**config.mk**
```make
export PLATFORM = sky130hd
export DESIGN_NAME = instr_fetch_queue
export DESIGN_NICKNAME = d
export VERILOG_FILES = /design/src/rtl/riscv_pkg.sv /design/src/rtl/fetch_fifo.sv /design/src/rtl/instr_fetch_queue.sv
export SDC_FILE = /design/constraint.sdc
export NUM_CORES = 1
export LEC_CHECK = 0
export ABC_AREA = 1
export ABC_CLOCK_PERIOD_IN_PS = 5900
export CORE_UTILIZATION = 58
export CTS_BUF_LIST = sky130_fd_sc_hd__clkbuf_16
export DETAILED_ROUTE_END_ITERATION = 12
export HOLD_SLACK_MARGIN = 0.12
export PLACE_DENSITY_LB_ADDON = 0.08
export REMOVE_ABC_BUFFERS = 1
export SETUP_SLACK_MARGIN = 0.2
export SYNTH_ARGS = -nofsm -noshare
export SYNTH_HDL_FRONTEND = slang
export SYNTH_SLANG_ARGS = --single-unit
```
**constraint.sdc**
```tcl
create_clock -name clk -period 5.9 [get_ports clk]
set_input_delay 0.885 -clock clk [delete_from_list [all_inputs] [get_ports clk]]
set_output_delay 0.885 -clock clk [all_outputs]
set_load 0.02 [all_outputs]
```
**src/rtl/riscv_pkg.sv**
```systemverilog
// Shared RV32I front-end types: widths, reset PC default, fetch FSM states.
// Queue entry bundle carries an instruction word with its fetch address.
package riscv_pkg;

    localparam int XLEN = 32;
    localparam int ILEN = 32;

    localparam logic [XLEN-1:0] RESET_PC_DEF = 32'h0000_0000;

    typedef enum logic [1:0] {
        IDLE,
        RUN,
        HALT
    } fetch_state_e;

    typedef struct packed {
        logic [ILEN-1:0] instr;
        logic [XLEN-1:0] pc;
    } fetch_entry_t;

endpackage

```
**src/rtl/fetch_fifo.sv**
```systemverilog
// Small synchronous FIFO with flush and occupancy count.
// Head word is read straight from storage; the caller prevents overflow.
import riscv_pkg::*;

module fetch_fifo #(
    parameter int WIDTH = 32,
    parameter int DEPTH = 2
) (
    input  logic                     clk,
    input  logic                     reset_n,
    input  logic                     flush,
    input  logic                     push,
    input  logic [WIDTH-1:0]         wdata,
    input  logic                     pop,
    output logic [WIDTH-1:0]         rdata,
    output logic [$clog2(DEPTH):0]   count
);

    localparam int AW = $clog2(DEPTH);

    logic [WIDTH-1:0] mem [DEPTH];
    logic [AW-1:0]    wr_ptr;
    logic [AW-1:0]    rd_ptr;
    logic [AW:0]      cnt;
    logic             do_pop;

    assign do_pop = pop & (cnt != '0);
    assign rdata  = mem[rd_ptr];
    assign count  = cnt;

    always_ff @(posedge clk or negedge reset_n) begin
        if (!reset_n) begin
            wr_ptr <= '0;
            rd_ptr <= '0;
            cnt    <= '0;
            for (int i = 0; i < DEPTH; i++) begin
                mem[i] <= '0;
            end
        end else if (flush) begin
            wr_ptr <= '0;
            rd_ptr <= '0;
            cnt    <= '0;
        end else begin
            if (push) begin
                mem[wr_ptr] <= wdata;
                wr_ptr      <= wr_ptr + AW'(1);
            end
            if (do_pop) begin
                rd_ptr <= rd_ptr + AW'(1);
            end
            cnt <= cnt + (AW+1)'(push) - (AW+1)'(do_pop);
        end
    end

endmodule

```
**src/rtl/instr_fetch_queue.sv**
```systemverilog
// RV32I fetch front end: PC, credit-limited imem requests, instruction queue.
// Optional misaligned-redirect halt is built with FETCH_ALIGN_CHECK_EN.
import riscv_pkg::*;

module instr_fetch_queue #(
    parameter logic [31:0] RESET_PC   = RESET_PC_DEF,
    parameter int          FIFO_DEPTH = 2
) (
    input  logic        clk,
    input  logic        reset_n,
    input  logic        fetch_en,
    input  logic        redirect_valid,
    input  logic [31:0] redirect_pc,
    output logic        imem_req_valid,
    input  logic        imem_req_ready,
    output logic [31:0] imem_addr,
    input  logic        imem_rsp_valid,
    input  logic [31:0] imem_rsp_data,
    output logic        instr_valid,
    input  logic        instr_ready,
    output logic [31:0] instr,
    output logic [31:0] instr_pc,
    output logic        fetch_misaligned
);

    localparam int CW = $clog2(FIFO_DEPTH) + 1;

    fetch_state_e  state;
    fetch_state_e  state_n;
    logic [31:0]   pc;
    logic [31:0]   redir_pc;
    logic [31:0]   tag_pc;
    logic [CW-1:0] outstanding;
    logic [CW-1:0] dcount;
    logic [CW-1:0] drop_cnt;
    logic [CW:0]   credit;
    logic          accept;
    logic          dropping;
    logic          push;
    fetch_entry_t  push_e;
    fetch_entry_t  head;

    assign credit   = {1'b0, outstanding} + {1'b0, dcount};
    assign redir_pc = redirect_pc & 32'hFFFF_FFFC;
    assign dropping = drop_cnt != '0;

    assign imem_req_valid = (state == RUN) & !redirect_valid
                          & (credit < (CW+1)'(FIFO_DEPTH));
    assign imem_addr      = pc;
    assign accept         = imem_req_valid & imem_req_ready;

    assign push          = imem_rsp_valid & !dropping & !redirect_valid;
    assign push_e.instr  = imem_rsp_data;
    assign push_e.pc     = tag_pc;

    assign instr_valid = dcount != '0;
    assign instr       = head.instr;
    assign instr_pc    = head.pc;

    // Tag queue tracks every accepted request, dropped or not.
    fetch_fifo #(
        .WIDTH (32),
        .DEPTH (FIFO_DEPTH)
    ) u_tag_q (
        .clk     (clk),
        .reset_n (reset_n),
        .flush   (1'b0),
        .push    (accept),
        .wdata   (pc),
        .pop     (imem_rsp_valid),
        .rdata   (tag_pc),
        .count   (outstanding)
    );

    fetch_fifo #(
        .WIDTH ($bits(fetch_entry_t)),
        .DEPTH (FIFO_DEPTH)
    ) u_data_q (
        .clk     (clk),
        .reset_n (reset_n),
        .flush   (redirect_valid),
        .push    (push),
        .wdata   (push_e),
        .pop     (instr_valid & instr_ready),
        .rdata   (head),
        .count   (dcount)
    );

    always_comb begin
        state_n = state;
        unique case (state)
            IDLE:    if (fetch_en)  state_n = RUN;
            RUN:     if (!fetch_en) state_n = IDLE;
            default: state_n = state;
        endcase
        if (redirect_valid) begin
`ifdef FETCH_ALIGN_CHECK_EN
            if (redirect_pc[1:0] != 2'b00) state_n = HALT;
            else if (state == HALT)        state_n = RUN;
            else                           state_n = state;
`else
            state_n = state;
`endif
        end
    end

    always_ff @(posedge clk or negedge reset_n) begin
        if (!reset_n) begin
            state    <= IDLE;
            pc       <= RESET_PC;
            drop_cnt <= '0;
        end else begin
            state <= state_n;
            if (redirect_valid) begin
                pc       <= redir_pc;
                drop_cnt <= outstanding - CW'(imem_rsp_valid);
            end else begin
                if (accept) pc <= pc + 32'd4;
                if (imem_rsp_valid && dropping) drop_cnt <= drop_cnt - CW'(1);
            end
        end
    end

`ifdef FETCH_ALIGN_CHECK_EN
    logic misaligned_q;

    always_ff @(posedge clk or negedge reset_n) begin
        if (!reset_n) begin
            misaligned_q <= 1'b0;
        end else if (redirect_valid) begin
            misaligned_q <= redirect_pc[1:0] != 2'b00;
        end
    end

    assign fetch_misaligned = misaligned_q;
`else
    assign fetch_misaligned = 1'b0;
`endif

endmodule
```
==> results of run 1 <==
[synth_stat cells]
master      n
conb_1      1
or2_2       1
a21oi_1     5
nor2_4      1
o21ai_2    18
buf_6       9
a31oi_1    60
o221ai_1    1
nand3_1    46
ha_1        7
nand4_1     1
clkinv_1    2
o21ai_0   139
clkbuf_1   41
and2_1      2
nor2_2      1
nor2_1    103
inv_1     120
nand4_4     1
o211ai_1    6
nand2_1   479
nor3_1      5
inv_2       2
o21ai_1    15
xnor2_1     4
nand2_2     1
fa_1        1
buf_4       5
xor2_1      5
or2_1       1
dfrtp_1   225
clkbuf_8    1
buf_2      16
[registers in the layout (all words and copies together) (netlist names)]
signal and flops:
u_tag_q.wr_ptr 1, imem_addr 30, u_tag_q.mem 60, state 1, u_data_q.mem 124, u_data_q.count 2
u_tag_q.rd_ptr 1, u_tag_q.count 2, u_data_q.rd_ptr 1, u_data_q.wr_ptr 1, drop_cnt 2
[power by group]
group	switching, W	internal [W]
sequential	0.000407	0.00222
clock	0.000604	0.000823
combinational	0.00154	0.00113
total	0.00255	0.00417
[routing by layer]
layer  vias to the layer above  routed length, um  track usage, %
li1                       4478                  -               -
met1                      4169              11500            39.9
met2                       273              10900            42.9
met3                        35               1430            3.30
met4                         0                464            6.17
met5                         -                  0               0
[cell type report]
type | instances | area (um^2)
flip-flops and latches | 225 | 5630
fillers | 1460 | 4960
multi-input cells | 908 | 4110
repair buffers | 171 | 1710
clock buffers | 24 | 601
inverters | 124 | 465
well taps | 229 | 287
clock inverters | 18 | 139
[cell families (layout without fill, tap and decap cells)]
kind of cell             count (synthesis)  count (layout)  share of synthesized area, %
buffers and inverters                  196             337                          8.06
flip-flops                             225             225                          53.3
AND/OR/NAND/NOR                        642             642                          23.8
adder cells (fa/ha/maj)                  8               8                          1.02
AO/OA/AOI/OAI                          244             244                          13.1
XOR/XNOR                                 9               9                         0.746
other                                    1               5                        0.0355
[placed cells by master, fill, tap and decap left out]
cell type	n
a21oi_1	5
a31oi_1	60
and2_1	2
buf_12	1
buf_4	8
buf_8	1
bufinv_16	2
clkbuf_16	24
clkdlybuf4s50_1	161
clkinv_1	9
clkinv_2	5
clkinv_8	1
conb_1	5
dfrtp_1	224
dfrtp_2	1
fa_1	1
ha_1	7
inv_1	123
inv_2	2
nand2_1	477
nand2_2	3
nand3_1	46
nand4_1	1
nand4_4	1
nor2_1	103
nor2_2	1
nor2_4	1
nor3_1	5
o211ai_1	6
o21ai_0	139
o21ai_1	15
o21ai_2	18
o221ai_1	1
or2_2	2
xnor2_1	4
xor2_1	5
[through the flow]
| stage | power (W) | util, % | setup slack, ns | cells |
|---|---|---|---|---|
| after floorplan | 0.00417 | - | 2.22 | 1257 |
| after global placement | 0.00522 | 68.1 | 2.29 | 1657 |
| after detailed placement | 0.00531 | 68.1 | 2.22 | 1657 |
| after CTS | 0.00676 | 72.3 | 2.16 | 1699 |
| after global routing | 0.00721 | 72.3 | 2.06 | 1699 |
| final | 0.00672 | 72.3 | 2.18 | 1699 |
[critical path, cell delays in order (launching register included)]
cell and delay, ns:
dfrtp_2 0.60, inv_2 0.75, nand2_1 0.11, nand2_1 0.15
clkdlybuf4s50_1 0.64
[how the worst max path moves through the flow]
stage | end | slack (ns) | cells after the start
3_5_place_dp | u_tag_q.mem[30]$_DFFE_PN0P_ | 2.22 | 7
2_1_floorplan | u_data_q.mem[78]$_DFFE_PN0P_ | 2.22 | 6
6_report | instr_pc[2] | 2.18 | 4
4_1_cts | instr_pc[2] | 2.16 | 4
5_1_grt | instr_pc[2] | 2.06 | 4
3_3_place_gp | u_tag_q.mem[30]$_DFFE_PN0P_ | 2.29 | 7
==> out/metrics.json, run 1 <==
{
  "postCtsSetupRepairBufs": 0,
  "power_density_over_cell_area_nw_per_um2": 519,
  "fin_nets": 1533,
  "viasPerCell": 5.27,
  "syn_area_um2": 10600,
  "gr_ovfl_total": 0,
  "worstReg2RegStart": "u_data_q.count[0]$_DFF_PN0_",
  "netlist_top_cells_area": "dfrtp_1, nand2_1, o21ai_0",
  "max_slew.worst_pin.slew_ns": 1.21,
  "final_layout_size_suffix_gt1_share_pct": 4.83,
  "tritoncts": "done",
  "crit_path_start_kind": "register",
  "reg2regPathDepth": 8,
  "die_height_um": 137,
  "clock_transition_at_the_registers_of_the_reported_paths_ns": 0.06,
  "min_path_type": "in2async",
  "syn-instance-count": 1325,
  "worst_ep_arrival_time_ns": 2.84,
  "yosysSeqAreaShare_pct": 53.3,
  "post_dp_cell_area_um2": 12200,
  "post-route-min-period_ns": 3.72,
  "die-width_um": 137,
  "globalplace.congestion": 0.901,
  "fin_crit_sh_pct": 63.1,
  "cts-buffers-inserted": 24,
  "clk_path_buf_depth": 3,
  "detail_route.first_pass.iterations": 5,
  "cts-resized-gates": 0,
  "count_of_vias_placed_by_the_detailed_router": 8955,
  "crit_path_from": "u_data_q.rd_ptr$_DFFE_PN0P_",
  "report.final.setup_viol": 0,
  "post-synth-top-area-fraction_pct": 53.3,
  "power.ir.vdd_worst_uv": 402,
  "worst-path-max-fanout": 46,
  "first_iter_violations": 563,
  "max_cap_violations": 0,
  "timing.critical_path.to_type": "output pin",
  "power.leakage_nw": 6.18,
  "timing_max_transition_violations_final": 0,
  "critical_path.reg2reg.endpoint": "u_tag_q.mem[22]$_DFFE_PN0P_",
  "pin_count_of_the_biggest_net_entering_global_routing": 116,
  "clock_tree.htree_level_count": 1,
  "clock_tree.root_cell": "clkbuf_16",
  "io-pin-count": 170,
  "syn2layout_area_growth_pct": 22.4,
  "io_buffers": 162,
  "synthesis.area_per_instance_um2": 7.98,
  "detailed_place_hpwl_um": 15400,
  "grt_antenna_before_repair": 0,
  "synth.distinct_cells": 33,
  "run_status": "finished clean",
  "fmax_mhz": 269,
  "globalRouteTotalUtil_pct": 27.1,
  "slack_of_the_worst_reg_to_reg_path_ns": 2.74,
  "first_pass_grt_wire_length_um": 40400,
  "yosys.area.top_type": "dfrtp_1",
  "grt_pass1_vias": 8229,
  "criticalPathCategory": "reg2out",
  "drc": 0,
  "final_wirelength_um": 24300,
  "initial_utilization_pct": 59.1,
  "rsz_0062_raised_after_global_routing": "false",
  "design.die.area_um2": 18800,
  "antenna-diode-count": 0,
  "fin_worst_skew_ns": 0.0111,
  "clk_latency_ns": 0.52,
  "fin_hold_ws_ns": 0.397,
  "timing_hold_violations_final": 0,
  "ys_seq_elements": 225,
  "placementRows": 49,
  "cts.sink_count": 225,
  "fin_tns_setup_ns": 0,
  "worst_slew_margin_rel_pct": 19.1,
  "holdBufCountCts": 0,
  "finish.instance_area_um2": 12900,
  "core_region_area_um2": 17900,
  "required_time_at_the_endpoint_of_the_critical_path_ns": 5.02,
  "avgRoutedWirePerCell_um": 14.3,
  "ys_warn_count": 0,
  "detail-route-antenna-nets": 0
}
(Power assumes the default switching activity.)
==> run 2, diff against run 1 <==
--- a/config.mk
+++ b/config.mk
@@ -6,8 +6,8 @@
 export NUM_CORES = 1
 export LEC_CHECK = 0
 export ABC_AREA = 1
-export ABC_CLOCK_PERIOD_IN_PS = 5900
-export CORE_UTILIZATION = 58
+export ABC_CLOCK_PERIOD_IN_PS = 3000
+export CORE_UTILIZATION = 49
 export CTS_BUF_LIST = sky130_fd_sc_hd__clkbuf_16
 export DETAILED_ROUTE_END_ITERATION = 12
 export HOLD_SLACK_MARGIN = 0.12
==> constraint.sdc (replaced) <==
create_clock -name clk -period 3 [get_ports clk]
set_input_delay 0.45 -clock clk [delete_from_list [all_inputs] [get_ports clk]]
set_output_delay 0.45 -clock clk [all_outputs]
set_load 0.02 [all_outputs]
==> out/metrics.json, run 2 (synthesis gave the netlist of run 1 again) <==
{
  "placementRows": {"value": 53, "change": "+8.2%"},
  "commonest_cells_after_routing_fill_and_taps_aside": "nand2_1, dfrtp_1, clkdlybuf4s50_1",
  "core_region_area": {"value": 21100, "unit": "um^2", "change": "+18%"},
  "criticalPathCategory": "reg2out",
  "grt_pass1_vias": {"value": 8406, "change": "+2.2%"},
  "rsz_0062_raised_after_global_routing": "false",
  "antenna-diode-count": {"value": 0, "change": "unchanged"},
  "fin_nets": {"value": 1549, "change": "+1.0%"},
  "combinationalPowerShare": {"value": 39.9, "unit": "%", "change": "+0.2 points"},
  "die-width": {"value": 149, "unit": "um", "change": "+8.7%"},
  "layout_commonest_cell": "nand2_1",
  "placed_cells_incl_taps": {"value": 1718, "change": "+3.7%"},
  "final_layout_size_suffix_gt1_share": {"value": 5.91, "unit": "%", "change": "+1.1 points"},
  "layout.cells.non_filler": {"value": 1763, "change": "+3.8%"},
  "worstReg2RegStart": "u_data_q.count[0]$_DFF_PN0_",
  "fin_worst_skew": {"value": 0.00738, "unit": "ns", "change": "-0.00371 ns"},
  "crit_path_from": "u_data_q.rd_ptr$_DFFE_PN0P_",
  "count_of_vias_placed_by_the_detailed_router": {"value": 8895, "change": "-0.67%"},
  "crit_path_start_kind": "register",
  "io-pin-count": {"value": 170, "change": "unchanged"},
  "worst_ep_arrival_time": {"value": 2.19, "unit": "ns", "change": "-0.65 ns"},
  "max_slew.worst_pin.slew": {"value": 0.735, "unit": "ns", "change": "-0.477 ns"},
  "gr_ovfl_total": {"value": 0, "change": "unchanged"},
  "first_iter_violations": {"value": 539, "change": "-4.3%"},
  "total_area_of_multi_input_combinational_cells": {"value": 4110, "unit": "um^2", "change": "unchanged"},
  "design.die.area": {"value": 22200, "unit": "um^2", "change": "+18%"},
  "fin_hold_ws": {"value": 0.474, "unit": "ns", "change": "+0.0771 ns"},
  "max_cap_violations": {"value": 0, "change": "unchanged"},
  "worst-path-max-fanout": {"value": 17, "change": "-63%"},
  "drc": {"value": 0, "change": "unchanged"},
  "fmax_mhz": 379,
  "clk_network_pwr_share": {"value": 22.0, "unit": "%", "change": "+0.8 points"},
  "final_wirelength": {"value": 25300, "unit": "um", "change": "+3.9%"},
  "postCtsSetupRepairBufs": {"value": 0, "change": "unchanged"},
  "timing_hold_violations_final": {"value": 0, "change": "unchanged"},
  "clock_tree.root_cell": "clkbuf_16",
  "top_reg_by_flops": "u_data_q.mem",
  "power.ir.vdd_worst": {"value": 573, "unit": "uV", "change": "+43%"},
  "io_buffers": {"value": 162, "change": "unchanged"},
  "clk_path_buf_depth": {"value": 3, "change": "unchanged"},
  "power_density_over_cell_area": {"value": 1010, "unit": "nW/um^2", "change": "+95%"},
  "first_pass_grt_wire_length": {"value": 42100, "unit": "um", "change": "+4.3%"},
  "run_status": "finished clean",
  "max_reg_flops": {"value": 124, "change": "unchanged"},
  "avgRoutedWirePerCell": {"value": 14.3, "unit": "um", "change": "+0.17%"},
  "power.sequential.fraction": {"value": 38.1, "unit": "%", "change": "-0.9 points"},
  "detail_route.first_pass.iterations": {"value": 7, "change": "+2"},
  "tritoncts": "done",
  "clk_latency": {"value": 0.51, "unit": "ns", "change": "about the same"},
  "timing.critical_path.to_type": "output pin",
  "min_from": "fetch_en",
  "final-seq-area": {"value": 5630, "unit": "um^2", "change": "unchanged"},
  "report.final.setup_viol": {"value": 0, "change": "unchanged"},
  "globalplace.congestion": {"value": 0.852, "change": "-5.5%"},
  "internal-power": {"value": 0.00842, "unit": "W", "change": "+100%"},
  "cts-buffers-inserted": {"value": 24, "change": "unchanged"},
  "cts.sink_count": {"value": 225, "change": "unchanged"},
  "grt_antenna_before_repair": {"value": 0, "change": "unchanged"},
  "syn2layout_area_growth_pct": 25.4,
  "viasPerCell": {"value": 5.05, "change": "-4.3%"},
  "globalRouteTotalUtil": {"value": 23.7, "unit": "%", "change": "-3.3 points"},
  "detail-route-antenna-nets": {"value": 0, "change": "unchanged"},
  "required_time_at_the_endpoint_of_the_critical_path": {"value": 2.55, "unit": "ns", "change": "-2.47 ns"},
  "die_height": {"value": 149, "unit": "um", "change": "+8.7%"},
  "post-route-min-period_ns": 2.64,
  "fillers": {"value": 1878, "change": "+29%"},
  "detailed_place_hpwl": {"value": 16900, "unit": "um", "change": "+9.5%"},
  "final_core_util": {"value": 62.8, "unit": "%", "change": "-9.4 points"},
  "initial_utilization": {"value": 50.1, "unit": "%", "change": "-8.9 points"},
  "power.leakage": {"value": 6.32, "unit": "nW", "change": "+2.2%"},
  "power.net_switching": {"value": 0.00499, "unit": "W", "change": "+96%"},
  "clock_transition_at_the_registers_of_the_reported_paths": {"value": 0.06, "unit": "ns", "change": "about the same"},
  "pin_count_of_the_biggest_net_entering_global_routing": {"value": 96, "change": "-17%"},
  "worst_slew_margin_rel": {"value": 51.0, "unit": "%", "change": "+32 points"},
  "switching_share": {"value": 37.2, "unit": "%", "change": "-0.73 points"},
  "fin_crit_sh_pct": 88.0,
  "clock_tree.htree_level_count": {"value": 1, "change": "unchanged"},
  "timing_max_transition_violations_final": {"value": 0, "change": "unchanged"},
  "min_path_type": "in2reg"
}
==> run 2: repair_timing <==
action | 4_1_cts | 5_1_grt
hold endpoints to repair | 89 | 0
hold buffers | 1 | 0
endpoints found under the setup margin | 1 | 5
gates resized for setup | 1 | 1
pin swaps | 0 | 0
==> run 2: worst paths after layout <==
path                       depth (start not counted)  slack, ns                           end
max in group asynchronous                          3       1.62  u_data_q.mem[43]$_DFFE_PN0P_
hold reg to reg                                    2       0.48   u_tag_q.mem[10]$_DFFE_PN0P_
min in group asynchronous                          2       0.53  u_data_q.mem[39]$_DFFE_PN0P_
hold / removal                                     3       0.47          state[0]$_DFFE_PN0P_
setup reg to reg                                   9       0.62   u_tag_q.mem[63]$_DFFE_PN0P_
setup / recovery                                   5       0.36                     instr[18]
==> run 2: power by group through the flow <==
stage                     sequential (W)  clock (W)  combinational [W]
after floorplan                  0.00517          0            0.00303
after global placement           0.00512          0            0.00531
after detailed placement         0.00515          0            0.00541
after CTS                        0.00511    0.00301            0.00543
after global routing             0.00529    0.00314            0.00599
final                            0.00511    0.00295            0.00535
==> run 2: critical path, stage by stage (launching register included) <==
cell and delay, ns:
dfrtp_2 0.43, clkinv_2 0.25, buf_4 0.27, nand2_1 0.07
nand2_1 0.07, clkdlybuf4s50_1 0.60
==> run 2: per-layer routing <==
| metal | vias to the layer above | share of wire, % | track usage (%) |
|---|---|---|---|
| met1 | 4114 | 48 | 34.0 |
| met5 | - | 0 | 0 |
| met2 | 246 | 45 | 38.4 |
| met3 | 33 | 5.1 | 2.78 |
| met4 | 0 | 1.7 | 5.92 |
| li1 | 4502 | - | - |
==> run 2: metrics by stage <==
step                area (um^2)  total power [W]  setup WS [ns]  TNS, ns
floorplan                 10200          0.00820         -0.364   -21.02
CTS                       13300           0.0135          0.237        0
global route              13300           0.0144          0.265        0
detailed placement        12500           0.0106          0.347        0
global placement          12500           0.0104          0.393        0
finish                    13300           0.0134          0.361        0
==> run 2: layout make-up <==
class	count	area share, %
clock buffer	25	4.72
clock inverter	19	1.21
inverter	124	3.52
multi-input combinational	908	31.0
sequential	225	42.5
tap	275	2.60
timing repair buffer	187	14.5
